`src/rtl/muldiv_seq.sv`:
```
// muldiv_seq: sequential 32-bit multiply/divide unit with HI/LO result registers.
// Define MULDIV_DIV_EN to build the div/divu datapath; without it only mult/multu are legal.
module muldiv_seq #(
    parameter int WIDTH = 32
) (
    input  logic             clk,
    input  logic             reset,
    input  logic             start,
    input  logic [4:0]       alucontrol,
    input  logic [WIDTH-1:0] srca,
    input  logic [WIDTH-1:0] srcb,
    output logic [WIDTH-1:0] hi,
    output logic [WIDTH-1:0] lo,
    output logic             busy,
    output logic             stall,
    output logic             done,
    output logic             dbz
);
    localparam logic [4:0] OP_MULT  = 5'b10011;
    localparam logic [4:0] OP_MULTU = 5'b10101;
`ifdef MULDIV_DIV_EN
    localparam logic [4:0] OP_DIV   = 5'b10110;
    localparam logic [4:0] OP_DIVU  = 5'b10111;
`endif

    typedef enum logic [1:0] {S_IDLE, S_RUN, S_DONE} state_t;

    state_t             r_state;
    logic [5:0]         r_cnt;
    logic [WIDTH-1:0]   r_a;
    logic [2*WIDTH-1:0] r_acc;
    logic [WIDTH-1:0]   r_hi;
    logic [WIDTH-1:0]   r_lo;
    logic               r_neg_lo;
    logic               r_busy;
    logic               r_done;
    logic               r_dbz;
`ifdef MULDIV_DIV_EN
    logic               r_is_div;
    logic               r_neg_hi;
    logic [WIDTH:0]     w_shift;
    logic [WIDTH:0]     w_diff;
    logic [2*WIDTH-1:0] w_div_step;
`endif

    logic               w_is_mult;
    logic               w_is_div;
    logic               w_signed;
    logic               w_legal;
    logic               w_dbz;
    logic [WIDTH-1:0]   w_mag_a;
    logic [WIDTH-1:0]   w_mag_b;
    logic [WIDTH:0]     w_sum;
    logic [2*WIDTH-1:0] w_mul_step;
    logic [2*WIDTH-1:0] w_prod;
    logic [2*WIDTH-1:0] w_step;
    logic [WIDTH-1:0]   w_hi_fin;
    logic [WIDTH-1:0]   w_lo_fin;

    always_comb begin
        w_is_mult = (alucontrol == OP_MULT) || (alucontrol == OP_MULTU);
`ifdef MULDIV_DIV_EN
        w_is_div  = (alucontrol == OP_DIV) || (alucontrol == OP_DIVU);
        w_signed  = (alucontrol == OP_MULT) || (alucontrol == OP_DIV);
        w_dbz     = w_is_div && (srcb == '0);
`else
        w_is_div  = 1'b0;
        w_signed  = (alucontrol == OP_MULT);
        w_dbz     = 1'b0;
`endif
        w_legal   = w_is_mult || w_is_div;
        w_mag_a   = (w_signed && srca[WIDTH-1]) ? -srca : srca;
        w_mag_b   = (w_signed && srcb[WIDTH-1]) ? -srcb : srcb;
    end

    // r_acc holds {partial product, remaining multiplier} or {remainder, dividend/quotient}
    always_comb begin
        w_sum      = {1'b0, r_acc[2*WIDTH-1:WIDTH]} + (r_acc[0] ? {1'b0, r_a} : '0);
        w_mul_step = {w_sum, r_acc[WIDTH-1:1]};
        w_prod     = r_neg_lo ? -w_mul_step : w_mul_step;
        w_step     = w_mul_step;
        w_hi_fin   = w_prod[2*WIDTH-1:WIDTH];
        w_lo_fin   = w_prod[WIDTH-1:0];
`ifdef MULDIV_DIV_EN
        w_shift    = r_acc[2*WIDTH-1:WIDTH-1];
        w_diff     = w_shift - {1'b0, r_a};
        w_div_step = w_diff[WIDTH] ? {w_shift[WIDTH-1:0], r_acc[WIDTH-2:0], 1'b0}
                                   : {w_diff[WIDTH-1:0],  r_acc[WIDTH-2:0], 1'b1};
        if (r_is_div) begin
            w_step   = w_div_step;
            w_hi_fin = r_neg_hi ? -w_div_step[2*WIDTH-1:WIDTH] : w_div_step[2*WIDTH-1:WIDTH];
            w_lo_fin = r_neg_lo ? -w_div_step[WIDTH-1:0]       : w_div_step[WIDTH-1:0];
        end
`endif
    end

    always_ff @(posedge clk) begin
        if (reset) begin
            r_state <= S_IDLE;
            r_cnt   <= '0;
            r_busy  <= 1'b0;
            r_done  <= 1'b0;
            r_dbz   <= 1'b0;
            r_hi    <= '0;
            r_lo    <= '0;
        end else begin
            case (r_state)
                S_IDLE: begin
                    r_done <= 1'b0;
                    r_dbz  <= 1'b0;
                    if (start && w_legal) begin
                        r_cnt    <= '0;
                        r_neg_lo <= w_signed && (srca[WIDTH-1] ^ srcb[WIDTH-1]);
`ifdef MULDIV_DIV_EN
                        r_is_div <= w_is_div;
                        r_neg_hi <= w_signed && srca[WIDTH-1];
                        r_a      <= w_is_div ? w_mag_b : w_mag_a;
                        r_acc    <= {{WIDTH{1'b0}}, (w_is_div ? w_mag_a : w_mag_b)};
`else
                        r_a      <= w_mag_a;
                        r_acc    <= {{WIDTH{1'b0}}, w_mag_b};
`endif
                        if (w_dbz) begin
                            r_state <= S_DONE;
                            r_done  <= 1'b1;
                            r_dbz   <= 1'b1;
                        end else begin
                            r_state <= S_RUN;
                            r_busy  <= 1'b1;
                        end
                    end
                end
                S_RUN: begin
                    r_cnt <= r_cnt + 6'd1;
                    r_acc <= w_step;
                    if (r_cnt == 6'd31) begin
                        r_hi    <= w_hi_fin;
                        r_lo    <= w_lo_fin;
                        r_state <= S_DONE;
                        r_busy  <= 1'b0;
                        r_done  <= 1'b1;
                    end
                end
                S_DONE: begin
                    r_done  <= 1'b0;
                    r_dbz   <= 1'b0;
                    r_state <= S_IDLE;
                end
                default: r_state <= S_IDLE;
            endcase
        end
    end

    assign stall = (r_state == S_RUN) || ((r_state == S_IDLE) && start && w_legal);
    assign busy  = r_busy;
    assign done  = r_done;
    assign dbz   = r_dbz;
    assign hi    = r_hi;
    assign lo    = r_lo;

endmodule

```
`config.mk`:
```
export PLATFORM = sky130hd
export DESIGN_NAME = muldiv_seq
export DESIGN_NICKNAME = d
export VERILOG_FILES = /design/src/rtl/muldiv_seq.sv
export SDC_FILE = /design/constraint.sdc
export NUM_CORES = 1
export LEC_CHECK = 0
export CAP_MARGIN = 25
export CORE_MARGIN = 2
export CORE_UTILIZATION = 55
export CTS_CLUSTER_DIAMETER = 100
export DETAILED_ROUTE_END_ITERATION = 8
export DONT_BUFFER_PORTS = 1
export MAX_ROUTING_LAYER = met4
export PLACE_DENSITY = 0.7
export RECOVER_POWER = 50
export SYNTH_ARGS = -nofsm -noshare
export SYNTH_HDL_FRONTEND = slang
export SYNTH_SLANG_ARGS = --single-unit
```
`constraint.sdc`:
```
create_clock -name clk -period 7 [get_ports clk]
set_input_delay 1.75 -clock clk [delete_from_list [all_inputs] [get_ports clk]]
set_output_delay 1.75 -clock clk [all_outputs]
set_load 0.01 [all_outputs]
```
==> impl_metrics.py <==
metrics = {
    "placement": {
        "dpl.hpwl_mm": 18.8,
        "gp_congestion": 0.977,
        "port_buffers": 0,
    },
    "logic_synthesis": {
        "ys_async_sr_fraction_pct": 0,
        "synth-main-ff-cell": "edfxtp_1",
        "synth-seq-cells": 171,
        "synth_area_sq_um": 10700,
        "ys_warn_count": 0,
        "yosysUniqueCellTypes": 72,
        "synth_edf_count": 97,
        "synth_top_area_cell": "edfxtp_1",
        "synth.top_cell.area_share_pct": 27.1,
        "ys_seq_area_share_pct": 40.9,
        "synth_nets": 1304,
        "synthCells": 1195,
        "synth_area_leaders": "edfxtp_1 (27%), dfxtp_1 (14%), xor2_1 (6.5%)",
        "syn_area_per_cell_sq_um": 8.98,
    },
    "sta": {
        "relSlewSlack_pct": -172,
        "setup_viol": 0,
        "slew_viol_final": 138,
        "skew_ns": 0.00944,
        "period_needed_ns": 4.94,
        "fin_crit_sh_pct": 70.6,
        "rsz0062_at_grt": "false",
        "hold_violations": 0,
        "max_freq_mhz": 202,
        "tightest_slew_ns": 4.07,
        "setup_tns_ns": 0,
    },
    "hold_path": {
        "hold_path.class": "flip-flop to flip-flop",
    },
    "power_and_ir_drop": {
        "p_seq_share_pct": 51.8,
        "swShare_pct": 23.9,
        "p_clk_share_pct": 42.6,
        "finalPower_mw": 2.07,
        "p_comb_share_pct": 5.6,
        "internal_power_mw": 1.58,
        "powerDensity_nw_per_um2": 182,
        "ir_drop_uv": 152,
        "p_switching_mw": 0.495,
        "p_leak_nw": 3.73,
    },
    "floorplanning": {
        "rows": 51,
        "start_util_pct": 55.5,
        "core_sq_um": 19300,
        "die_h_um": 144,
        "die_w_um": 144,
        "dieArea_sq_um": 20700,
        "io-pin-count": 140,
    },
    "outcome": {
        "status": "finished with violations",
        "failed_checks": "max-capacitance violations, max-slew violations",
    },
    "worst_setup_path": {
        "crit_arrival_ns": 5.07,
        "path_max_fanout": 32,
        "crit_type": "flip-flop to flip-flop",
        "endpoint_kind": "flip-flop",
        "cp-start-kind": "flip-flop",
        "worst_ep_required_time_ns": 7.13,
    },
    "cts": {
        "numCtsBuffers": 17,
        "postCtsHoldBufs": 0,
        "clkSlewWorstSetupHoldPaths_ns": 0.07,
        "cts_tree": "done",
        "cts_buffer_depth": 2,
        "cts_sinks": 171,
        "cts_setup_buffers": 0,
        "clock_latency_ns": 0.43,
        "root_buffer": "clkbuf_16",
        "cts-resized-gates": 0,
        "htreeDepth": 4,
    },
    "grt": {
        "antenna_found_initial": 0,
        "grt_pass1_vias": 8005,
        "grt_first_pass_wirelength_mm": 40.9,
        "grt-ovfl-total": 0,
        "grt_usage_pct": 25.9,
        "grt_max_degree": 104,
    },
    "detailed_routing": {
        "drc_errors": 0,
        "drtIter0Drc": 666,
        "drt.antenna.violating_nets": 0,
        "drt-total-wl_mm": 25.8,
        "drt-pass1-iter-count": 5,
        "wl_per_cell_um": 18.0,
        "vias_per_cell": 5.95,
        "vias": 8534,
    },
    "final_layout": {
        "nNetsFinal": 1265,
        "fill_cells": 1698,
        "area_growth_syn_to_layout_pct": 6.34,
        "diodes": 0,
        "drive_gt1_share_pct": 5.30,
    },
    "run": {
        "drv_cap": 2,
    },
}
==> power by group through the flow <==
stage	combinational, mW	clock [mW]	sequential, mW
CTS	0.116	0.896	1.07
finish	0.117	0.884	1.07
global placement	0.114	0	1.10
floorplan	0.0979	0	1.10
detailed placement	0.115	0	1.10
global route	0.130	0.938	1.07
==> cell usage after synthesis, drive strengths merged, types with 11 or more instances <==
master	number
nand3	16
a21oi	63
dfxtp	74
nor4	11
nand4	12
a21o	11
xnor2	69
ha	36
clkbuf	61
inv	20
nor2	137
and2	49
or4	12
edfxtp	97
o31ai	33
o21ai	81
o41ai	13
xor2	80
a211oi	59
nand2	126
nor3	24
==> registers in the layout, indices dropped and copies added (netlist names) <==
| name | cells |
|---|---|
| busy | 1 |
| r_acc | 64 |
| done | 1 |
| hi | 32 |
| r_neg_lo | 1 |
| lo | 32 |
| r_cnt | 6 |
| r_a | 32 |
| r_state | 2 |
==> logic make-up after synthesis <==
logic type      after synthesis  synth area share (%)
buf+inv                      85                  3.01
simple gates                437                  20.0
xor+xnor                    149                  12.2
other cells                   1                0.0349
flops                       171                  40.9
mux                           7                 0.664
fa+ha+maj                    37                  4.38
compound gates              308                  18.8
==> area by class of cell <==
| class | count | area [sq um] | area share [%] |
|---|---|---|---|
| multi-input combinational | 939 | 6040 | 52.9 |
| sequential | 171 | 4390 | 38.5 |
| clock buffer | 19 | 433 | 3.79 |
| tap | 265 | 332 | 2.90 |
| clock inverter | 13 | 105 | 0.921 |
| inverter | 20 | 75.1 | 0.658 |
| timing repair buffer | 7 | 41.3 | 0.362 |
==> cells in the final DEF (no fill, tap or decap), types with 11 or more instances in the layout <==
cell type    n
nand2_1    126
xor2_1      80
nor3_1      23
nand3_1     16
inv_1       20
nand4_1     11
o41ai_1     13
a211oi_1    58
ha_1        36
nor2_1     135
a21o_1      11
o31ai_1     31
edfxtp_1    97
dfxtp_1     74
and2_1      43
a21oi_1     63
xnor2_1     69
o21ai_0     77
clkbuf_16   17
==> worst max-delay path, stage by stage, from the launching register on <==
cell and delay [ns]:
edfxtp_1 0.84, and2_0 0.23, ha_1 0.19, inv_1 0.06, fa_1 0.40, nor2b_1 0.19
o2111ai_1 0.31, a211oi_1 0.46, nor2_1 0.17, xnor2_1 0.24, or4_1 0.60, nor3_4 0.32
nand4_4 0.19, o21ai_1 0.22, xnor2_1 0.13, a211oi_1 0.08
==> through the flow <==
| step | util [%] | hold slack (ns) | cells | cell area (sq um) | setup WS, ns |
|---|---|---|---|---|---|
| floorplan | - | 0.470 | 1195 | 10700 | 1.01 |
| global placement | 56.4 | 0.483 | 1402 | 10900 | 2.22 |
| detailed placement | 56.4 | 0.490 | 1402 | 10900 | 2.10 |
| CTS | 59.2 | 0.505 | 1434 | 11400 | 2.09 |
| global route | 59.1 | 0.520 | 1434 | 11400 | 1.44 |
| finish | 59.1 | 0.509 | 1434 | 11400 | 2.06 |
==> routing by layer <==
layer,global-route usage [%],up-vias,share of wire (%)
met5,-,-,0
met1,34.4,3983,46
li1,-,4269,-
met3,5.00,44,6.0
met2,39.3,238,45
met4,10.3,0,3.1
==> path summary, 6_finish.rpt <==
check | startpoint | to | slack (ns) | depth (start not counted)
max | r_acc[0] | hi[23] | 2.06 | 15
min | hi[24] | hi[24] | 0.51 | 2
max reg2reg | r_acc[0] | hi[23] | 2.06 | 15
min reg2reg | hi[24] | hi[24] | 0.51 | 2
(Power assumes the default switching activity.)
